<file path="src/rtl/ifetch_queue_if.sv">
// Dispatch-side and instruction-cache-side signals of the instruction fetch queue.
// The queue itself connects through the slave modport.
interface ifetch_queue_if;
    logic        Dispatch_jmp;
    logic [31:0] Dispatch_jmp_addr;
    logic        Dispatch_ren;
    logic [31:0] ifetch_pc_4;
    logic [31:0] ifetch_intruction;
    logic        ifetch_empty;
    logic [31:0] Icache_addr;
    logic        Icache_rd_en;
    logic [31:0] Icache_data;

    modport slave (
        input  Dispatch_jmp,
        input  Dispatch_jmp_addr,
        input  Dispatch_ren,
        input  Icache_data,
        output ifetch_pc_4,
        output ifetch_intruction,
        output ifetch_empty,
        output Icache_addr,
        output Icache_rd_en
    );

    modport master (
        output Dispatch_jmp,
        output Dispatch_jmp_addr,
        output Dispatch_ren,
        output Icache_data,
        input  ifetch_pc_4,
        input  ifetch_intruction,
        input  ifetch_empty,
        input  Icache_addr,
        input  Icache_rd_en
    );
endinterface

</file>
<file path="src/rtl/ifetch_queue.sv">
// Instruction fetch queue: owns the fetch PC, streams sequential I-cache reads into a
// circular FIFO of {PC+4, instr}, flushes on jump. Define IFQ_BYPASS_EN for empty-queue bypass.
module ifetch_queue #(
    parameter int          DEPTH    = 4,
    parameter logic [31:0] RESET_PC = 32'h0000_0000
) (
    input  logic          clock,
    input  logic          reset,
    ifetch_queue_if.slave ifq
);

    localparam int PTR_W = (DEPTH > 1) ? $clog2(DEPTH) : 1;
    localparam int CNT_W = PTR_W + 1;
    localparam logic [CNT_W:0] DEPTH_V = (CNT_W + 1)'(DEPTH);

    logic [31:0]      fetchPc_q, fetchPc_d;
    logic [31:0]      inflightPc_q, inflightPc_d;
    logic             inflight_q, inflight_d;
    logic             squash_q, squash_d;
    logic [PTR_W-1:0] rdPtr_q, rdPtr_d;
    logic [PTR_W-1:0] wrPtr_q, wrPtr_d;
    logic [CNT_W-1:0] count_q, count_d;

    logic [31:0] pc4Mem_q   [DEPTH];
    logic [31:0] instrMem_q [DEPTH];

    logic [CNT_W:0] credit;
    logic           reqValid;
    logic           respValid;
    logic [31:0]    respPc4;
    logic           bypassHit;
    logic           writeEn;
    logic           popEn;
    logic           headValid;
    logic [31:0]    headPc4;
    logic [31:0]    headInstr;

    // The in-flight request holds a credit so its response always finds a free slot.
    always_comb begin
        credit    = {1'b0, count_q} + (CNT_W + 1)'(inflight_q);
        reqValid  = !reset && !ifq.Dispatch_jmp && (credit < DEPTH_V);
        respValid = inflight_q && !squash_q && !ifq.Dispatch_jmp;
        respPc4   = inflightPc_q + 32'd4;
`ifdef IFQ_BYPASS_EN
        bypassHit = respValid && (count_q == '0);
`else
        bypassHit = 1'b0;
`endif
        popEn     = ifq.Dispatch_ren && (count_q != '0) && !ifq.Dispatch_jmp;
        writeEn   = respValid && !(bypassHit && ifq.Dispatch_ren);
    end

    always_comb begin
        headValid = 1'b0;
        headPc4   = 32'd0;
        headInstr = 32'd0;
        if (count_q != '0) begin
            headValid = 1'b1;
            headPc4   = pc4Mem_q[rdPtr_q];
            headInstr = instrMem_q[rdPtr_q];
        end
`ifdef IFQ_BYPASS_EN
        else if (bypassHit) begin
            headValid = 1'b1;
            headPc4   = respPc4;
            headInstr = ifq.Icache_data;
        end
`endif
    end

    assign ifq.ifetch_empty      = !headValid;
    assign ifq.ifetch_pc_4       = headPc4;
    assign ifq.ifetch_intruction = headInstr;
    assign ifq.Icache_addr       = fetchPc_q;
    assign ifq.Icache_rd_en      = reqValid;

    always_comb begin
        fetchPc_d    = fetchPc_q;
        inflightPc_d = inflightPc_q;
        inflight_d   = 1'b0;
        squash_d     = 1'b0;
        rdPtr_d      = rdPtr_q;
        wrPtr_d      = wrPtr_q;
        count_d      = count_q;

        if (ifq.Dispatch_jmp) begin
            // A jump wipes the queue; any response still on the bus is dropped.
            fetchPc_d = ifq.Dispatch_jmp_addr & 32'hFFFF_FFFC;
            squash_d  = inflight_q;
            rdPtr_d   = '0;
            wrPtr_d   = '0;
            count_d   = '0;
        end else begin
            if (reqValid) begin
                inflight_d   = 1'b1;
                inflightPc_d = fetchPc_q;
                fetchPc_d    = fetchPc_q + 32'd4;
            end
            if (writeEn) begin
                wrPtr_d = wrPtr_q + PTR_W'(1);
            end
            if (popEn) begin
                rdPtr_d = rdPtr_q + PTR_W'(1);
            end
            case ({writeEn, popEn})
                2'b10:   count_d = count_q + CNT_W'(1);
                2'b01:   count_d = count_q - CNT_W'(1);
                default: count_d = count_q;
            endcase
        end
    end

    always_ff @(posedge clock) begin
        if (reset) begin
            fetchPc_q    <= RESET_PC;
            inflightPc_q <= 32'd0;
            inflight_q   <= 1'b0;
            squash_q     <= 1'b0;
            rdPtr_q      <= '0;
            wrPtr_q      <= '0;
            count_q      <= '0;
        end else begin
            fetchPc_q    <= fetchPc_d;
            inflightPc_q <= inflightPc_d;
            inflight_q   <= inflight_d;
            squash_q     <= squash_d;
            rdPtr_q      <= rdPtr_d;
            wrPtr_q      <= wrPtr_d;
            count_q      <= count_d;
        end
    end

    // Storage needs no reset; entries are only visible while count_q covers them.
    always_ff @(posedge clock) begin
        if (!reset && writeEn) begin
            pc4Mem_q[wrPtr_q]   <= respPc4;
            instrMem_q[wrPtr_q] <= ifq.Icache_data;
        end
    end

endmodule

</file>
<file path="src/flat_wrapper.sv">
// flat-port wrapper written by rule: the top's interface ports become plain ports
module ifetch_queue_flat 
#(
    parameter int          DEPTH    = 4,
    parameter logic [31:0] RESET_PC = 32'h0000_0000
)
  (clock, reset, ifq_Dispatch_jmp, ifq_Dispatch_jmp_addr, ifq_Dispatch_ren, ifq_Icache_data, ifq_ifetch_pc_4, ifq_ifetch_intruction, ifq_ifetch_empty, ifq_Icache_addr, ifq_Icache_rd_en);
  ifetch_queue_if ifq_i ();
  input  logic clock;
  input  logic reset;
  input wire logic [$bits(ifq_i.Dispatch_jmp)-1:0] ifq_Dispatch_jmp;
  input wire logic [$bits(ifq_i.Dispatch_jmp_addr)-1:0] ifq_Dispatch_jmp_addr;
  input wire logic [$bits(ifq_i.Dispatch_ren)-1:0] ifq_Dispatch_ren;
  input wire logic [$bits(ifq_i.Icache_data)-1:0] ifq_Icache_data;
  output wire logic [$bits(ifq_i.ifetch_pc_4)-1:0] ifq_ifetch_pc_4;
  output wire logic [$bits(ifq_i.ifetch_intruction)-1:0] ifq_ifetch_intruction;
  output wire logic [$bits(ifq_i.ifetch_empty)-1:0] ifq_ifetch_empty;
  output wire logic [$bits(ifq_i.Icache_addr)-1:0] ifq_Icache_addr;
  output wire logic [$bits(ifq_i.Icache_rd_en)-1:0] ifq_Icache_rd_en;
  assign ifq_i.Dispatch_jmp = ifq_Dispatch_jmp;
  assign ifq_i.Dispatch_jmp_addr = ifq_Dispatch_jmp_addr;
  assign ifq_i.Dispatch_ren = ifq_Dispatch_ren;
  assign ifq_i.Icache_data = ifq_Icache_data;
  assign ifq_ifetch_pc_4 = ifq_i.ifetch_pc_4;
  assign ifq_ifetch_intruction = ifq_i.ifetch_intruction;
  assign ifq_ifetch_empty = ifq_i.ifetch_empty;
  assign ifq_Icache_addr = ifq_i.Icache_addr;
  assign ifq_Icache_rd_en = ifq_i.Icache_rd_en;
  ifetch_queue #(.DEPTH(DEPTH), .RESET_PC(RESET_PC)) u_core (.clock(clock), .reset(reset), .ifq(ifq_i));
endmodule
</file>
<file path="config.mk">
export PLATFORM = sky130hd
export DESIGN_NAME = ifetch_queue_flat
export DESIGN_NICKNAME = d
export VERILOG_FILES = /design/src/rtl/ifetch_queue_if.sv /design/src/rtl/ifetch_queue.sv /design/src/flat_wrapper.sv
export SDC_FILE = /design/constraint.sdc
export NUM_CORES = 1
export LEC_CHECK = 0
export ABC_AREA = 1
export CAP_MARGIN = 20
export CORE_AREA = 2 2 219 221
export DETAILED_ROUTE_END_ITERATION = 8
export DIE_AREA = 0 0 221 223
export GPL_TIMING_DRIVEN = 0
export PLACE_DENSITY_LB_ADDON = 0.3
export SKIP_CTS_REPAIR_TIMING = 1
export SLEW_MARGIN = 20
export SYNTH_ARGS = -nofsm -noshare
export SYNTH_HDL_FRONTEND = slang
export SYNTH_SLANG_ARGS = --single-unit
</file>
<file path="constraint.sdc">
create_clock -name clock -period 4.2 [get_ports clock]
set_input_delay 0.84 -clock clock [delete_from_list [all_inputs] [get_ports clock]]
set_output_delay 0.84 -clock clock [all_outputs]
set_load 0.05 [all_outputs]
</file>
==> results.yml <==
route:
  postRouteAntennaNets: 0
  routed_wirelength_mm: 38.6
  num_vias: 10600
  drt_first_iter_violations: 813
  iteration_count_of_the_initial_detailed_routing_pass: 7
  detail_route.wl_per_cell_um: 17.0
  avgViaCountPerCell: 4.67
  remaining_drc_errors: 0
global_routing:
  grt_overflow: 0
  globalRoute.busiestLayer: "met2"
  grt_pass1_vias: 10300
  grt_usage: 0.155
  use_met1: 0.208
  use_met3: 0.0337
  grt.met2_usage: 0.249
  grt_start_max_net_pins: 22
  grt_first_pass_wirelength_mm: 59.0
  grt_antenna_before_repair: 0
layout:
  layout.filler_cells: 4684
  final_net_count: 1708
  multi_input_comb_area_mm2: 0.00442
  post_route_cells_drive_above_1_share: 0.0694
  register_area_mm2: 0.00887
  instances_no_fill: 2273
  post_layout_instance_area_mm2: 0.0178
  antenna_diode_instance_count: 0
  area_growth_from_synthesis_to_layout_pct: 27.6
worst_setup_path:
  start_kind: "flip-flop"
  category_of_the_worst_setup_path_capture_point: "output pin"
  timing.critical_path.cells: "buf_2 > inv_2 > buf_2 > clkbuf_1 > o21ai_0 > a21oi_1 > clkdlybuf4s50_1"
  worst_path_dominant_cell_family: "buffers and inverters"
  timing.setup.critical_path_class: "reg2out"
  required_ps: 3360
  timing.critical_path.arrival_ps: 3170
  worstReg2RegEnd: "u_core.instrMem_q[3][4]"
  reg2reg_slack_ps: 1910
  critical_path.n_buffers_inverters: 5
  reg2reg_from: "u_core.inflight_q"
  path_common_cell: "sky130_fd_sc_hd__buf_2"
  worst_r2r_path_depth: 7
  cp_max_fo: 10
  critPathSlowestCell: "sky130_fd_sc_hd__clkdlybuf4s50_1"
  worst_path_largest_cell_delay_ps: 850
timing:
  post-route-min-period_ps: 4010
  grt_setup_unrepaired: "false"
  fmax_mhz: 250
  skew_final_ps: 14.8
  holdWs_ps: 467
  final_min_period_over_clock_period: 0.954
  finalMaxSlewViolations: 0
  worstMarginPinSlew_ps: 750
  relSlewSlack: 0.500
  setup_violations: 0
  report.final.hold_viol_count: 0
  layout_setup_ws_ps: 194
clocking:
  root_buffer: "sky130_fd_sc_hd__clkbuf_16"
  clkSlewWorstSetupHoldPaths_ps: 50
  numClockSinks: 319
  numCtsBuffers: 37
  clock_path_buffers: 3
  cts-htree-levels: 2
  clock_insertion_delay_worst_skew_ps: 550
  clock_tree_from_tritoncts: "yes"
floorplan:
  design.portCount: 166
  die-width_um: 221
  floorplan.die_area_mm2: 0.0493
  coreArea_mm2: 0.0471
  chipHeight_um: 223
  num_rows: 80
  start_util: 0.296
pwr:
  cellPowerDensity_mw_per_mm2: 396
  leakage_nw: 6.53
  largest_vdd_supply_drop_mv: 0.216
placement:
  placed_cell_area_mm2: 0.0167
  dpl.hpwl_mm: 26.9
  port-buffer-count: 157
  detailedPlace.worstSlack_ps: 559
  gp_congestion: 0.862
  dp_cells: 2208
yosys:
  synth_top_area_frac: 0.533
  yosys_register_bits: 319
  syn-instance-count: 1421
  synthFlopType: "sky130_fd_sc_hd__edfxtp_1"
  ys_types: 40
  largest_cells_by_area_after_synthesis: "sky130_fd_sc_hd__edfxtp_1 (53%), sky130_fd_sc_hd__dfxtp_1 (10%), sky130_fd_sc_hd__nor2_1 (8.5%), sky130_fd_sc_hd__o21ai_0 (6.3%), sky130_fd_sc_hd__nand2_1 (4.2%)"
  synth.largest_area_cell: "sky130_fd_sc_hd__edfxtp_1"
  synth.yosys.warnings: 0
  synthArstFlopShare: 0
  synth_enable_flop_cells: 248
  synth.yosys.seq_area_share: 0.635
  syn_avg_cell_area_um2: 9.83
  synthesis.area_mm2: 0.0140
run:
  max-cap-violations: 0
run_status:
  result_of_the_run: "finished, final reports clean"
min_path:
  hp-class: "reg2reg"
  holdCritStartpoint: "u_core.rdPtr_q[1]"
  hold-path-cell-count: 2
[layout make-up]
cell class | count | share of cell area
multi-input cells | 925 | 0.248
plain buffers | 71 | 0.0179
clock buffers | 45 | 0.0548
well taps | 615 | 0.0432
inverters | 109 | 0.0230
flip-flops and latches | 319 | 0.498
repair buffers | 169 | 0.108
clock inverters | 20 | 0.00821
[flip-flops by register name, summed over array words and instances (netlist names), named ones only]
register                cells
u_core.pc4Mem_q           120
u_core.squash_q             1
u_core.rdPtr_q              2
u_core.wrPtr_q              2
u_core.count_q              3
u_core.inflightPc_q        30
u_core.instrMem_q         128
u_core.ifq.Icache_addr     30
u_core.inflight_q           1
[routing by layer]
layer	vias to the layer above	routed length (um)
li1	5236	-
met1	5003	17300
met2	326	17800
met3	57	2360
met4	0	1050
met5	-	0
[cells in the mapped netlist, types with 4 or more instances]
library cell / n
sky130_fd_sc_hd__nand2_1: 158
sky130_fd_sc_hd__buf_4: 6
sky130_fd_sc_hd__nand3_1: 50
sky130_fd_sc_hd__a211oi_1: 6
sky130_fd_sc_hd__o21ai_0: 175
sky130_fd_sc_hd__nor3_1: 8
sky130_fd_sc_hd__ha_1: 7
sky130_fd_sc_hd__inv_2: 5
sky130_fd_sc_hd__nor2_2: 5
sky130_fd_sc_hd__xor2_1: 32
sky130_fd_sc_hd__nand4_1: 7
sky130_fd_sc_hd__nand3b_1: 4
sky130_fd_sc_hd__clkbuf_1: 46
sky130_fd_sc_hd__dfxtp_1: 71
sky130_fd_sc_hd__nand2_2: 5
sky130_fd_sc_hd__inv_1: 104
sky130_fd_sc_hd__nor2_1: 317
sky130_fd_sc_hd__edfxtp_1: 248
sky130_fd_sc_hd__buf_2: 18
sky130_fd_sc_hd__a21oi_1: 116
[kinds of logic (layout without fill, tap and decap cells)]
logic type | Yosys count | in the layout | synth area share
AO/OA/AOI/OAI | 305 | 305 | 0.111
XOR/XNOR | 34 | 34 | 0.0213
adder cells (fa/ha/maj) | 8 | 8 | 0.00770
buffers and inverters | 180 | 414 | 0.0521
flip-flops | 319 | 319 | 0.635
other | 1 | 4 | 0.000268
AND/OR/NAND/NOR | 574 | 574 | 0.173
[how the worst max path moves through the flow]
stage / end / slack [ps] / depth (start not counted)
global placement: u_core.instrMem_q[1][4] / -2610 / 4
CTS: ifq_ifetch_pc_4[16] / -20 / 7
finish: ifq_ifetch_intruction[11] / 190 / 7
floorplan: u_core.instrMem_q[0][0] / -160 / 4
global route: ifq_ifetch_intruction[16] / 20 / 7
detailed placement: ifq_ifetch_pc_4[16] / 560 / 7
[tightest hold or removal path, cell delays in order (launching register included)]
cell                      delay [ps]
sky130_fd_sc_hd__dfxtp_1         300
sky130_fd_sc_hd__inv_1            60
sky130_fd_sc_hd__a21oi_1          70
[where the power goes]
part	internal (mW)	switching, mW	total, mW
clock network	1.73	1.28	3.01
registers	3.45	0.0590	3.51
logic	0.186	0.357	0.544
[metrics by stage]
step	power (mW)	util	TNS, ps
finish	7.06	0.378	0
global route	7.32	0.378	0
CTS	7.14	0.377	-15.5
detailed placement	4.12	0.353	0
global placement	4.11	0.346	-621130
floorplan	3.88	-	-39780
[layout by cell type, fill, tap and decap left out, drive strengths merged]
cell / instances
a211oi: 6
a21oi: 116
a22oi: 1
a31oi: 3
and2: 3
and3: 2
and3b: 1
buf: 37
bufinv: 1
clkbuf: 91
clkdlybuf4s50: 141
clkinv: 16
clkinvlp: 1
conb: 4
dfxtp: 71
dlymetal6s2s: 16
edfxtp: 248
fa: 1
ha: 7
inv: 111
nand2: 164
nand3: 52
nand3b: 4
nand4: 7
nor2: 326
nor3: 11
nor3b: 2
nor4: 2
o211ai: 2
o21ai: 177
xnor2: 2
xor2: 32
(Power assumes the default switching activity.)
==> patch: new RTL, same flow settings <==
`DEPTH` is set to 4 in 2 places; all go to 2.
--- a/src/rtl/ifetch_queue.sv
+++ b/src/rtl/ifetch_queue.sv
@@ -1,7 +1,7 @@
 // Instruction fetch queue: owns the fetch PC, streams sequential I-cache reads into a
 // circular FIFO of {PC+4, instr}, flushes on jump. Define IFQ_BYPASS_EN for empty-queue bypass.
 module ifetch_queue #(
-    parameter int          DEPTH    = 4,
+    parameter int          DEPTH    = 2,
     parameter logic [31:0] RESET_PC = 32'h0000_0000
 ) (
     input  logic          clock,
--- a/src/flat_wrapper.sv
+++ b/src/flat_wrapper.sv
@@ -1,7 +1,7 @@
 // flat-port wrapper written by rule: the top's interface ports become plain ports
 module ifetch_queue_flat 
 #(
-    parameter int          DEPTH    = 4,
+    parameter int          DEPTH    = 2,
     parameter logic [31:0] RESET_PC = 32'h0000_0000
 )
   (clock, reset, ifq_Dispatch_jmp, ifq_Dispatch_jmp_addr, ifq_Dispatch_ren, ifq_Icache_data, ifq_ifetch_pc_4, ifq_ifetch_intruction, ifq_ifetch_empty, ifq_Icache_addr, ifq_Icache_rd_en);
Function: changed (Yosys sat finds a counterexample within 4 cycles, from zero or initial values and one cycle with reset high).
==> patch against the original RTL <==
Synthesized area down 36%; count of clock-buffer cells in the layout down 27; power down 39%; die area unchanged; cell area down 32%; worst setup slack worse by 0.051 ns; sequential cell count down 128; wire length down 29%; critical endpoint is now ifq_Icache_rd_en; largest cell class unchanged.
==> patch: results (changes against the original RTL) <==
outcome: "finished clean"
synth_area_per_cell_um2: 8.853  # -10%
drt_pass1_iterations: 5  # -2
cts_inserted_buffers: 17  # -54%
ys_top_cells_by_area: "edfxtp_1 42%, dfxtp_1 15%, nand2_1 12%, a21oi_1 5.8%, inv_1 3.7%"
synth_enable_flop_cells: 124  # -50%
reg2reg_to: "u_core.instrMem_q[1][3]"
drtIter0Drc: 465  # -43%
yosys-top-cells-count: "293 x nand2_1, 124 x edfxtp_1, 103 x a21oi_1, 89 x inv_1, 75 x nor2_1"
top_regs: "u_core.instrMem_q: 64 flops, u_core.pc4Mem_q: 60 flops"
clk_pin_slew_ns: 0.07  # +0.02 ns
wire_per_inst_um: 14.98  # -12%
irDropWorstVdd_mv: 0.2321  # +7.6%
critPathSlowestCell: "clkdlybuf4s50_1"
htree_levels: 4  # +2
grt_pass1_wl_um: 41950  # -29%
insertion_delay_ns: 0.44  # -0.11 ns
synth-async-reset-ratio_pct: 0  # unchanged
slew_headroom_pct: 42.06  # -7.9 points
globalRouteTotalUtil_pct: 11.13  # -4.3 points
antenna_cells: 0  # unchanged
hpwl_um: 21170  # -21%
synth.distinct_cells: 43  # +7.5%
cts_buffer_depth: 2  # -1
crit_path_max_incr_delay_ns: 0.89  # +0.04 ns
placed_area_mm2: 0.01141  # -31%
port_buffers: 159  # +1.3%
ys_warn_count: 0  # unchanged
synth_seq_area_share_pct: 56.81  # -6.7 points
regToRegSetupSlack_ns: 2.08  # +0.17 ns
hp-start: "u_core.inflight_q"
p_leak_nw: 4.357  # -33%
dr_total_vias: 7333  # -31%
yosysTopAreaCellShare_pct: 41.77  # -12 points
instances_no_fill: 1831  # -19%
critPathArrivalTime_ns: 3.22  # +0.05 ns
grt_max_degree: 20  # -9.1%
place_congestion: 0.8585  # -0.36%
place_ws_ns: 0.1291  # -0.4297 ns
fillCellCount: 5095  # +8.8%
nets: 1274  # -25%
hold_depth: 2  # unchanged
clock_skew_ns: 0.01327  # -0.001512 ns
grt_pass1_vias: 7126  # -31%
drive_gt1_share_pct: 8.306  # +1.4 points
patch: area by class of cell:
type                    instances  area [um2]  area share, %
flip-flops and latches        191        5065          42.00
multi-input cells             684        3313          27.47
repair buffers                174        1708          14.16
well taps                     615       769.5          6.381
clock buffers                  18       429.2          3.559
inverters                      93       349.1          2.895
clock inverters                14       216.5          1.795
plain buffers                  42       209.0          1.733
patch: worst max-delay path: cells and delay by family:
family | cells | cell delay, ns
and+or+nand+nor | 2 | 0.41
buffers and inverters | 5 | 1.96
patch: cell families after synthesis:
| kind of cell | Yosys count | synth area share [%] |
|---|---|---|
| AO/OA/AOI/OAI | 170 | 10.16 |
| other | 1 | 0.04206 |
| buffers and inverters | 135 | 6.260 |
| XOR/XNOR | 25 | 2.456 |
| AND/OR/NAND/NOR | 482 | 23.85 |
| adder cells (fa/ha/maj) | 3 | 0.4211 |
| flip-flops | 191 | 56.81 |
patch: worst max-delay path by stage:
| stage | startpoint | to | slack (ns) |
|---|---|---|---|
| after floorplan | reset | u_core.instrMem_q[0][0] | -1.86 |
| after global placement | reset | u_core.instrMem_q[0][3] | -5.42 |
| after detailed placement | ifq_Dispatch_jmp | ifq_Icache_rd_en | 0.13 |
| after CTS | ifq_Dispatch_jmp | ifq_Icache_rd_en | 0.11 |
| after global routing | ifq_Dispatch_jmp | ifq_Icache_rd_en | 0.05 |
| final | ifq_Dispatch_jmp | ifq_Icache_rd_en | 0.14 |
patch: layer usage:
layer	GRT usage [%]	part of all wire, %	up-vias	wire length (um)
li1	-	-	3739	-
met1	15.18	49	3361	13330
met2	17.91	46	221	12530
met3	2.397	4.8	12	1303
met4	2.728	0.98	0	270
met5	0	0	-	0
patch: report_power, final:
| part | switching, mW | leakage, nW | internal [mW] |
|---|---|---|---|
| Sequential | 0.0609 | 1.67 | 2.05 |
| Clock | 0.798 | 0.314 | 0.974 |
| Combinational | 0.285 | 2.37 | 0.166 |
patch: stage by stage:
| step | setup TNS [ns] | hold slack (ns) |
|---|---|---|
| 2_1_floorplan | -230.39 | 0.4468 |
| 3_3_place_gp | -669.28 | 0.4571 |
| 3_5_place_dp | 0 | 0.4643 |
| 4_1_cts | 0 | 0.4763 |
| 5_1_grt | 0 | 0.5040 |
| 6_report | 0 | 0.4713 |
